$ cat src/rtl/drp_rr_arbiter.sv
// Round-robin arbiter sharing one DRP master port between C_NUM_REQ DRP slave ports.
// One access outstanding at a time; a watchdog completes hung accesses with an error.
module drp_rr_arbiter #(
    parameter int unsigned C_NUM_REQ        = 4,
    parameter int unsigned C_DRP_ADDR_WIDTH = 12,
    parameter int unsigned C_DRP_DATA_WIDTH = 16,
    parameter int unsigned C_TIMEOUT        = 255
) (
    input  logic                                  M_DRPCLK,
    input  logic                                  M_DRPRST,
    input  logic [C_NUM_REQ-1:0]                  S_DRPEN,
    input  logic [C_NUM_REQ-1:0]                  S_DRPWE,
    input  logic [C_NUM_REQ*C_DRP_ADDR_WIDTH-1:0] S_DRPADDR,
    input  logic [C_NUM_REQ*C_DRP_DATA_WIDTH-1:0] S_DRPDI,
    output logic [C_NUM_REQ-1:0]                  S_DRPRDY,
    output logic [C_NUM_REQ-1:0]                  S_DRPERR,
    output logic [C_DRP_DATA_WIDTH-1:0]           S_DRPDO,
    output logic                                  M_DRPEN,
    output logic                                  M_DRPWE,
    output logic [C_DRP_ADDR_WIDTH-1:0]           M_DRPADDR,
    output logic [C_DRP_DATA_WIDTH-1:0]           M_DRPDI,
    input  logic                                  M_DRPRDY,
    input  logic [C_DRP_DATA_WIDTH-1:0]           M_DRPDO,
    output logic                                  BUSY,
    output logic [C_NUM_REQ-1:0]                  GRANT
);

    localparam int unsigned N       = C_NUM_REQ;
    localparam int unsigned AW      = C_DRP_ADDR_WIDTH;
    localparam int unsigned DW      = C_DRP_DATA_WIDTH;
    localparam int unsigned IW      = (N > 1) ? $clog2(N) : 1;
    localparam int unsigned TW      = (C_TIMEOUT > 1) ? $clog2(C_TIMEOUT) : 1;
    localparam int unsigned TLAST   = (C_TIMEOUT > 0) ? C_TIMEOUT - 1 : 0;
    localparam bit          WDOG_EN = (C_TIMEOUT != 0);

    localparam logic [1:0] ST_IDLE  = 2'd0;
    localparam logic [1:0] ST_ISSUE = 2'd1;
    localparam logic [1:0] ST_WAIT  = 2'd2;

    logic [1:0]      state_q, state_d;
    logic [N-1:0]    pend_q, pend_d;
    logic [N-1:0]    req_we_q, req_we_d;
    logic [N*AW-1:0] req_addr_q, req_addr_d;
    logic [N*DW-1:0] req_di_q, req_di_d;
    logic [IW-1:0]   rr_q, rr_d;
    logic [IW-1:0]   owner_q, owner_d;
    logic [N-1:0]    grant_q, grant_d;
    logic [TW-1:0]   timer_q, timer_d;
    logic            m_en_q, m_en_d;
    logic            m_we_q, m_we_d;
    logic [AW-1:0]   m_addr_q, m_addr_d;
    logic [DW-1:0]   m_di_q, m_di_d;
    logic [N-1:0]    s_rdy_q, s_rdy_d;
    logic [N-1:0]    s_err_q, s_err_d;
    logic [DW-1:0]   s_do_q, s_do_d;
    logic            busy_q, busy_d;

    logic            arb_vld;
    logic [IW-1:0]   arb_idx;
    logic [IW-1:0]   cand;
    logic            sel_we;
    logic [AW-1:0]   sel_addr;
    logic [DW-1:0]   sel_di;

    // First pending requester after the last-served one, wrapping N-1 -> 0.
    always_comb begin
        arb_vld = 1'b0;
        arb_idx = '0;
        cand    = '0;
        for (int unsigned k = 1; k <= N; k++) begin
            cand = IW'((32'(rr_q) + k) % N);
            if (!arb_vld && pend_q[cand]) begin
                arb_vld = 1'b1;
                arb_idx = cand;
            end
        end
    end

    always_comb begin
        sel_we   = 1'b0;
        sel_addr = '0;
        sel_di   = '0;
        for (int unsigned i = 0; i < N; i++) begin
            if (IW'(i) == arb_idx) begin
                sel_we   = req_we_q[i];
                sel_addr = req_addr_q[i*AW +: AW];
                sel_di   = req_di_q[i*DW +: DW];
            end
        end
    end

    always_comb begin
        state_d    = state_q;
        pend_d     = pend_q;
        req_we_d   = req_we_q;
        req_addr_d = req_addr_q;
        req_di_d   = req_di_q;
        rr_d       = rr_q;
        owner_d    = owner_q;
        grant_d    = grant_q;
        timer_d    = timer_q;
        m_en_d     = 1'b0;
        m_we_d     = m_we_q;
        m_addr_d   = m_addr_q;
        m_di_d     = m_di_q;
        s_rdy_d    = '0;
        s_err_d    = '0;
        s_do_d     = '0;

        // A strobe on an already-pending requester keeps the original request.
        for (int unsigned i = 0; i < N; i++) begin
            if (S_DRPEN[i] && !pend_q[i]) begin
                pend_d[i]              = 1'b1;
                req_we_d[i]            = S_DRPWE[i];
                req_addr_d[i*AW +: AW] = S_DRPADDR[i*AW +: AW];
                req_di_d[i*DW +: DW]   = S_DRPDI[i*DW +: DW];
            end
        end

        case (state_q)
            ST_IDLE: begin
                // Skip arbitration in the completion-pulse cycle so the owner can re-request.
                if (arb_vld && !(|s_rdy_q)) begin
                    state_d  = ST_ISSUE;
                    owner_d  = arb_idx;
                    grant_d  = N'(1) << arb_idx;
                    m_en_d   = 1'b1;
                    m_we_d   = sel_we;
                    m_addr_d = sel_addr;
                    m_di_d   = sel_di;
                end
            end
            ST_ISSUE: begin
                timer_d = '0;
                state_d = ST_WAIT;
            end
            ST_WAIT: begin
                if (M_DRPRDY || (WDOG_EN && (timer_q == TW'(TLAST)))) begin
                    s_rdy_d = grant_q;
                    if (M_DRPRDY) begin
                        s_do_d = M_DRPDO;
                    end else begin
                        s_err_d = grant_q;
                    end
                    pend_d  = pend_d & ~grant_q;
                    rr_d    = owner_q;
                    grant_d = '0;
                    state_d = ST_IDLE;
                end else if (WDOG_EN) begin
                    timer_d = timer_q + TW'(1);
                end
            end
            default: begin
                grant_d = '0;
                state_d = ST_IDLE;
            end
        endcase

        busy_d = (state_d != ST_IDLE);
    end

    always_ff @(posedge M_DRPCLK) begin
        if (M_DRPRST) begin
            state_q    <= ST_IDLE;
            pend_q     <= '0;
            req_we_q   <= '0;
            req_addr_q <= '0;
            req_di_q   <= '0;
            rr_q       <= IW'(N - 1);
            owner_q    <= '0;
            grant_q    <= '0;
            timer_q    <= '0;
            m_en_q     <= 1'b0;
            m_we_q     <= 1'b0;
            m_addr_q   <= '0;
            m_di_q     <= '0;
            s_rdy_q    <= '0;
            s_err_q    <= '0;
            s_do_q     <= '0;
            busy_q     <= 1'b0;
        end else begin
            state_q    <= state_d;
            pend_q     <= pend_d;
            req_we_q   <= req_we_d;
            req_addr_q <= req_addr_d;
            req_di_q   <= req_di_d;
            rr_q       <= rr_d;
            owner_q    <= owner_d;
            grant_q    <= grant_d;
            timer_q    <= timer_d;
            m_en_q     <= m_en_d;
            m_we_q     <= m_we_d;
            m_addr_q   <= m_addr_d;
            m_di_q     <= m_di_d;
            s_rdy_q    <= s_rdy_d;
            s_err_q    <= s_err_d;
            s_do_q     <= s_do_d;
            busy_q     <= busy_d;
        end
    end

    assign S_DRPRDY  = s_rdy_q;
    assign S_DRPERR  = s_err_q;
    assign S_DRPDO   = s_do_q;
    assign M_DRPEN   = m_en_q;
    assign M_DRPWE   = m_we_q;
    assign M_DRPADDR = m_addr_q;
    assign M_DRPDI   = m_di_q;
    assign BUSY      = busy_q;
    assign GRANT     = grant_q;

endmodule

$ cat config.mk
export PLATFORM = sky130hd
export DESIGN_NAME = drp_rr_arbiter
export DESIGN_NICKNAME = d
export VERILOG_FILES = /design/src/rtl/drp_rr_arbiter.sv
export SDC_FILE = /design/constraint.sdc
export NUM_CORES = 1
export LEC_CHECK = 0
export BUFFER_PORTS_ARGS = -buffer_cell sky130_fd_sc_hd__buf_4
export CORE_UTILIZATION = 36
export DETAILED_ROUTE_END_ITERATION = 12
export MAX_ROUTING_LAYER = met4
export PLACE_DENSITY = 0.55
export SLEW_MARGIN = 10
export SYNTH_ARGS = -nofsm -noshare
export SYNTH_HDL_FRONTEND = slang
export SYNTH_SLANG_ARGS = --single-unit
$ cat constraint.sdc
create_clock -name M_DRPCLK -period 5.1 [get_ports M_DRPCLK]
set_input_delay 0.765 -clock M_DRPCLK [delete_from_list [all_inputs] [get_ports M_DRPCLK]]
set_output_delay 0.765 -clock M_DRPCLK [all_outputs]
set_load 0.01 [all_outputs]
==> flow_summary.toml, run 1 <==
[global_routing]
grt_start_max_net_pins = 74
first_global_vias = 6413
global_route_wire_length_before_repair_um = 35800
congestion_overflow_gr = 0
antenna_violations_before_repair = 0
global_route.usage.total_pct = 22.1

[sta]
fin_skew_ps = 7.87
finalHoldWorstSlack_ps = 453
tightestPinTransition_ps = 1200
relSlewSlack_pct = 19.8
grt_setup_unrepaired = "false"
report.final.slew_viol_count = 0
layout_min_cycle_time_ps = 2630
final_hold_violation_count = 0
achievable_clock_frequency_ghz = 0.380
fin_tns_setup_ps = 0
worst_slack_ps = 2470
timing.final.setup_violations = 0
post-route-period-util_pct = 51.6

[die]
floorplan.core_area_um2 = 21000
die_x_um = 148
floorplan.io_pins = 198
die_area_um2 = 21900
die_h_um = 148
row_count = 53
floorplan.initialDensity_pct = 36.6

[worst_hold_path]
timing.hold.worst.class = "reg -> reg"

[routing]
wl_per_cell_um = 16.9
via_per_inst = 5.03
final_antenna_net_count = 0
drcViolationCount = 0
drt-total-wl_um = 23100
dr_total_vias = 6866
drt_iter0_drc = 466
drt_pre_antenna_iters = 6

[place]
gpl.final_weighted_congestion = 0.829
dpl.hpwl_um = 16300
placed_area_um2 = 9300
dp_worst_slack_ps = 2480
io_buffers = 197

[synth]
synth_warnings = 0
synth_top_area_cell = "dfxtp_1"
synth-adder-area-share_pct = 0.326
synth_async_sr_flop_share_pct = 0
post_synth_instance_area_um2 = 7670
ys.flop_type = "dfxtp_1"
synth-seq-area-share_pct = 50.4
syn-instance-count = 916
synth_top_family_by_area = "simple AND/OR/NAND/NOR gates"
synthXorXnorAreaFrac_pct = 0
synthMuxAreaShare_pct = 3.52
synth_enable_flop_cells = 0
ys_top_cells_by_area = "dfxtp_1, nand2_1, a21oi_1, mux2i_1, o221ai_1"
synth-simple-area-share_pct = 20.7
synth-seq-cells = 193
syn_nets = 1057
ys_types = 56
synth-compound-area-share_pct = 20.5
synth_top_area_share_pct = 50.4
syn_avg_cell_area_um2 = 8.38

[clock_network]
cts.hold.buffers_added = 0
clock_tree_from_tritoncts = "done"
cts.root.buffer_cell = "clkbuf_16"
cts_setup_buffers = 0
clock_insertion_delay_at_the_later_pin_of_the_skew_report_ps = 440
cts.htree.levels = 4
post_cts.resized_instances = 0
tritoncts.num_buffers = 17
clk_pin_slew_ps = 70
cts.sinks = 193
cts_max_path_buffers = 2

[worst_setup_path]
worstPathMaxFanout = 19
crit_arrival_ps = 2950
critPathCaptureType = "flip-flop"
timing.critical_path.required_ps = 5420
critPathMaxStageDelay_ps = 560
timing.critical_path.cells = "or3b_1 -> o21a_4 -> a21boi_4 -> buf_4 -> mux2i_1 -> o211ai_1"
critical-path-slowest-cell = "dfxtp_1"
element_type_at_the_critical_path_start = "flip-flop"
timing.setup.critical_path_class = "reg -> reg"
regToRegSetupSlack_ps = 2470

[pwr]
p_per_area_nw_per_um2 = 357
power.share.switching_pct = 27.5
p_sw_mw = 0.971
power.ir.vdd_worst_mv = 0.208
comb_power_share_pct = 14.4
leakage_dissipation_nw = 4.09
power_frac_seq_pct = 47.3
p_int_mw = 2.56
clock_power_share_pct = 38.3

[finish]
antennaDiodeCount = 0
final_net_count = 1219
area_growth_syn_to_layout_pct = 28.9
final_design_area_no_fill_um2 = 9890
postLayoutCoreUtil_pct = 47.2
final_layout_size_suffix_gt1_share_pct = 23.6

[run]
max-cap-violations = 0

[outcome]
result_of_the_run = "finished, final reports clean"
sequential cells by signal (all words and copies together), names as in the netlist, 2 cells and up:
| signal | flops |
|---|---|
| rr_q | 2 |
| timer_q | 8 |
| req_addr_q | 48 |
| req_di_q | 64 |
| S_DRPDO | 16 |
| M_DRPADDR | 12 |
| req_we_q | 4 |
| GRANT | 4 |
| S_DRPERR | 4 |
| pend_q | 4 |
| S_DRPRDY | 4 |
| M_DRPDI | 16 |
| state_q | 2 |
| owner_q | 2 |
per-layer routing:
layer / track usage (%) / vias up / wire length, um
li1: - / 3457 / -
met1: 32.4 / 3184 / 11800
met2: 30.8 / 205 / 9870
met3: 4.10 / 20 / 1190
met4: 5.31 / 0 / 255
met5: - / - / 0
logic make-up after synthesis:
group / Yosys count
compound gates: 248
fa+ha+maj: 2
buf+inv: 75
flops: 193
mux: 27
simple gates: 371
worst paths after layout:
check                           startpoint                        end  cells after the start
setup / recovery      rr_q[1]$_SDFFE_PP1P_  M_DRPADDR[8]$_SDFFE_PP0P_                      6
setup reg to reg      rr_q[1]$_SDFFE_PP1P_  M_DRPADDR[8]$_SDFFE_PP0P_                      6
hold / removal    req_we_q[1]$_SDFFE_PP0P_   req_we_q[1]$_SDFFE_PP0P_                      2
hold reg to reg   req_we_q[1]$_SDFFE_PP0P_   req_we_q[1]$_SDFFE_PP0P_                      2
cells in the final DEF, fill, tap and decap left out, drive strengths merged, types with 3 or more instances in the layout:
cell type / count
o221ai: 21
o21a: 3
mux2i: 27
a22oi: 21
clkinvlp: 3
clkbuf: 19
clkinv: 5
o31ai: 7
or4: 3
nor2b: 10
and2: 25
nand2b: 4
nand2: 280
or3: 3
o21ai: 8
a211oi: 5
o2111ai: 3
o211ai: 7
nand3: 4
buf: 209
or2: 3
a221oi: 10
nor2: 29
inv: 12
a21oi: 152
dfxtp: 193
a2bb2o: 3
area by class of cell:
class,instances,area [um^2]
fill,2133,11100
inverter,9,36.3
tap,275,344
sequential,193,3860
timing repair buffer,209,1570
clock inverter,13,153
clock buffer,19,443
multi-input combinational,648,3490
power groups by stage:
| stage | Clock [mW] | Sequential [mW] | Combinational (mW) |
|---|---|---|---|
| 2_1_floorplan | 0 | 1.68 | 0.299 |
| 3_3_place_gp | 0 | 1.71 | 0.504 |
| 3_5_place_dp | 0 | 1.70 | 0.511 |
| 4_1_cts | 1.38 | 1.67 | 0.512 |
| 5_1_grt | 1.44 | 1.68 | 0.560 |
| 6_report | 1.36 | 1.67 | 0.509 |
cell usage after synthesis, types with 4 or more instances:
| library cell | number |
|---|---|
| a211oi_1 | 5 |
| a21oi_1 | 152 |
| a221oi_1 | 9 |
| a22oi_1 | 21 |
| and2_1 | 25 |
| buf_1 | 6 |
| buf_2 | 11 |
| buf_6 | 5 |
| clkbuf_1 | 41 |
| dfxtp_1 | 193 |
| inv_1 | 8 |
| mux2i_1 | 27 |
| nand2_1 | 279 |
| nand2b_1 | 4 |
| nor2_1 | 29 |
| nor2b_1 | 10 |
| o211ai_1 | 7 |
| o21ai_0 | 5 |
| o221ai_1 | 21 |
| o31ai_1 | 7 |
worst max-delay path, delay by kind of cell (launching register included):
kind                   cells  cell delay (ps)
flip-flops                 1              560
AND/OR/NAND/NOR            1              440
AO/OA/AOI/OAI              3              790
multiplexers               1              290
buffers and inverters      1              420
through the flow:
stage	std cells	total power, mW
3_3_place_gp	1334	2.21
5_1_grt	1366	3.68
2_1_floorplan	916	1.98
3_5_place_dp	1334	2.21
4_1_cts	1366	3.56
6_report	1366	3.54
Note: power is estimated with default switching activity, not from simulation.
==> run 2, diff against run 1 <==
==> constraint.sdc (replaced) <==
create_clock -name M_DRPCLK -period 2.8 [get_ports M_DRPCLK]
set_input_delay 0.42 -clock M_DRPCLK [delete_from_list [all_inputs] [get_ports M_DRPCLK]]
set_output_delay 0.42 -clock M_DRPCLK [all_outputs]
set_load 0.01 [all_outputs]
==> run 2 against run 1 <==
Wire length shrank 0.22%. Final area fell by 0.11%. Sequential share of layout area hardly changed. Cell count rose by 0.37%. Setup slack worse by 1900 ps. Maximum frequency up 18%. Critical path depth did not move. Flip-flop and latch count unchanged. Worst hold slack worse by 270 ps. Critical path type unchanged. Combinational power increased by 85%. Register-to-register slack lost 1900 ps.
==> flow_summary.toml, run 2 (synthesis gave the netlist of run 1 again) <==
[global_routing]
global_route.usage.total_pct = 21.9
congestion_overflow_gr = 0
global_route_wire_length_before_repair_um = 35600
first_global_vias = 6401
antenna_violations_before_repair = 0
grt_start_max_net_pins = 98

[pwr]
power.ir.vdd_worst_mv = 0.350
power_frac_seq_pct = 49.0
leakage_dissipation_nw = 4.09
comb_power_share_pct = 15.1
p_per_area_nw_per_um2 = 628
power.share.switching_pct = 27.4
p_sw_mw = 1.70
p_int_mw = 4.51
clock_power_share_pct = 35.8

[worst_setup_path]
worstPathMaxFanout = 21
timing.critical_path.cells = "or2_1 -> o2bb2ai_1 -> a221oi_4 -> buf_4 -> a21oi_1 -> a22oi_1"
element_type_at_the_critical_path_start = "flip-flop"
worst_path_dominant_cell_family = "compound AO/OA/AOI/OAI gates"
critPathCaptureType = "flip-flop"
critPathMaxStageDelay_ps = 590
critical-path-slowest-cell = "a221oi_4"
critical_path.n_buffers_inverters = 1
timing.setup.critical_path_class = "reg -> reg"
timing.critical_path.required_ps = 3150
crit_arrival_ps = 2580

[finish]
largest_register_ff_count = 64
largest-register = "req_di_q"
final_layout_size_suffix_gt1_share_pct = 23.7
area_growth_syn_to_layout_pct = 28.8
combined_area_of_the_multi_input_logic_cells_um2 = 3490
postLayoutCoreUtil_pct = 47.2
layout_top_registers = "req_di_q: 64 flops, req_addr_q: 48 flops"
final_net_count = 1225
commonest_cells_after_routing_fill_and_taps_aside = "nand2_1, buf_4, dfxtp_1"
antennaDiodeCount = 0
most_frequent_standard_cell_in_the_layout_excluding_fill_and_tap_cells = "nand2_1"
layout.filler_cells = 2196
final-seq-area_um2 = 3860

[clock_network]
clock_insertion_delay_at_the_later_pin_of_the_skew_report_ps = 430
cts_max_path_buffers = 2
cts.root.buffer_cell = "clkbuf_16"
clk_pin_slew_ps = 70
clock_tree_from_tritoncts = "done"
tritoncts.num_buffers = 17
cts_setup_buffers = 0
cts.htree.levels = 4
cts.sinks = 193
post_cts.resized_instances = 0
cts.hold.buffers_added = 0

[sta]
timing.final.setup_violations = 0
layout_min_cycle_time_ps = 2230
relSlewSlack_pct = 59.5
achievable_clock_frequency_ghz = 0.448
final_hold_violation_count = 0
fin_skew_ps = 5.52
finalHoldWorstSlack_ps = 188
post-route-period-util_pct = 79.8
report.final.slew_viol_count = 0
grt_setup_unrepaired = "false"
tightestPinTransition_ps = 603
fin_tns_setup_ps = 0

[die]
row_count = 53
die_x_um = 148
die_h_um = 148
floorplan.core_area_um2 = 21000
die_area_um2 = 21900
floorplan.initialDensity_pct = 36.6
floorplan.io_pins = 198

[routing]
drt_pre_antenna_iters = 5
drcViolationCount = 0
drt_iter0_drc = 389
final_antenna_net_count = 0
dr_total_vias = 6890
drt-total-wl_um = 23100
wl_per_cell_um = 16.8
via_per_inst = 5.03

[outcome]
result_of_the_run = "finished, final reports clean"

[place]
io_buffers = 197
gpl.final_weighted_congestion = 0.821
dpl.hpwl_um = 16400

[run]
max-cap-violations = 0

[worst_hold_path]
timing.hold.worst.class = "in -> reg"
==> run 2: layout make-up <==
class	instances	share of cell area (%)
well taps	275	3.48
clock buffers	23	4.73
clock inverters	8	0.595
multi-input cells	648	35.3
inverters	9	0.367
flip-flops and latches	193	39.1
repair buffers	215	16.5
==> run 2: through the flow <==
stage                     std cells  total power [mW]  area, um^2  worst slack [ps]
after floorplan                 916              3.61        7670               949
after global placement         1340              4.04        9360               652
after detailed placement       1340              4.05        9360               578
after CTS                      1371              6.26        9880               561
after global routing           1371              6.48        9880               411
final                          1371              6.21        9880               566
==> run 2: power groups by stage <==
stage               registers (mW)  logic (mW)  clock network, mW
detailed placement            3.10       0.949                  0
floorplan                     3.07       0.544                  0
finish                        3.04       0.940               2.22
global placement              3.11       0.936                  0
global route                  3.06        1.03               2.39
CTS                           3.04       0.952               2.27
==> run 2: metal layers <==
layer  up-vias  GRT usage, %  part of all wire (%)
met1      3173          31.6                    50
li1       3468             -                     -
met2       215          30.3                    42
met3        34          4.04                   6.0
met4         0          7.22                   1.9
met5         -             -                     0
==> run 2: worst paths after layout <==
path	from	end	slack [ps]	depth (start not counted)
setup / recovery	pend_q[0]$_SDFF_PP0_	M_DRPDI[8]$_SDFFE_PP0P_	570	6
hold / removal	M_DRPDO[0]	S_DRPDO[0]$_SDFF_PP0_	190	2
setup reg to reg	pend_q[0]$_SDFF_PP0_	M_DRPDI[8]$_SDFFE_PP0P_	570	6
hold reg to reg	req_addr_q[13]$_SDFFE_PP0P_	req_addr_q[13]$_SDFFE_PP0P_	450	2
==> run 2: worst reg2reg max path, stage by stage (launching register included) <==
cell and delay (ps):
dfxtp_1 420, or2_1 300, o2bb2ai_1 190, a221oi_4 590, buf_4 390, a21oi_1 80
a22oi_1 180
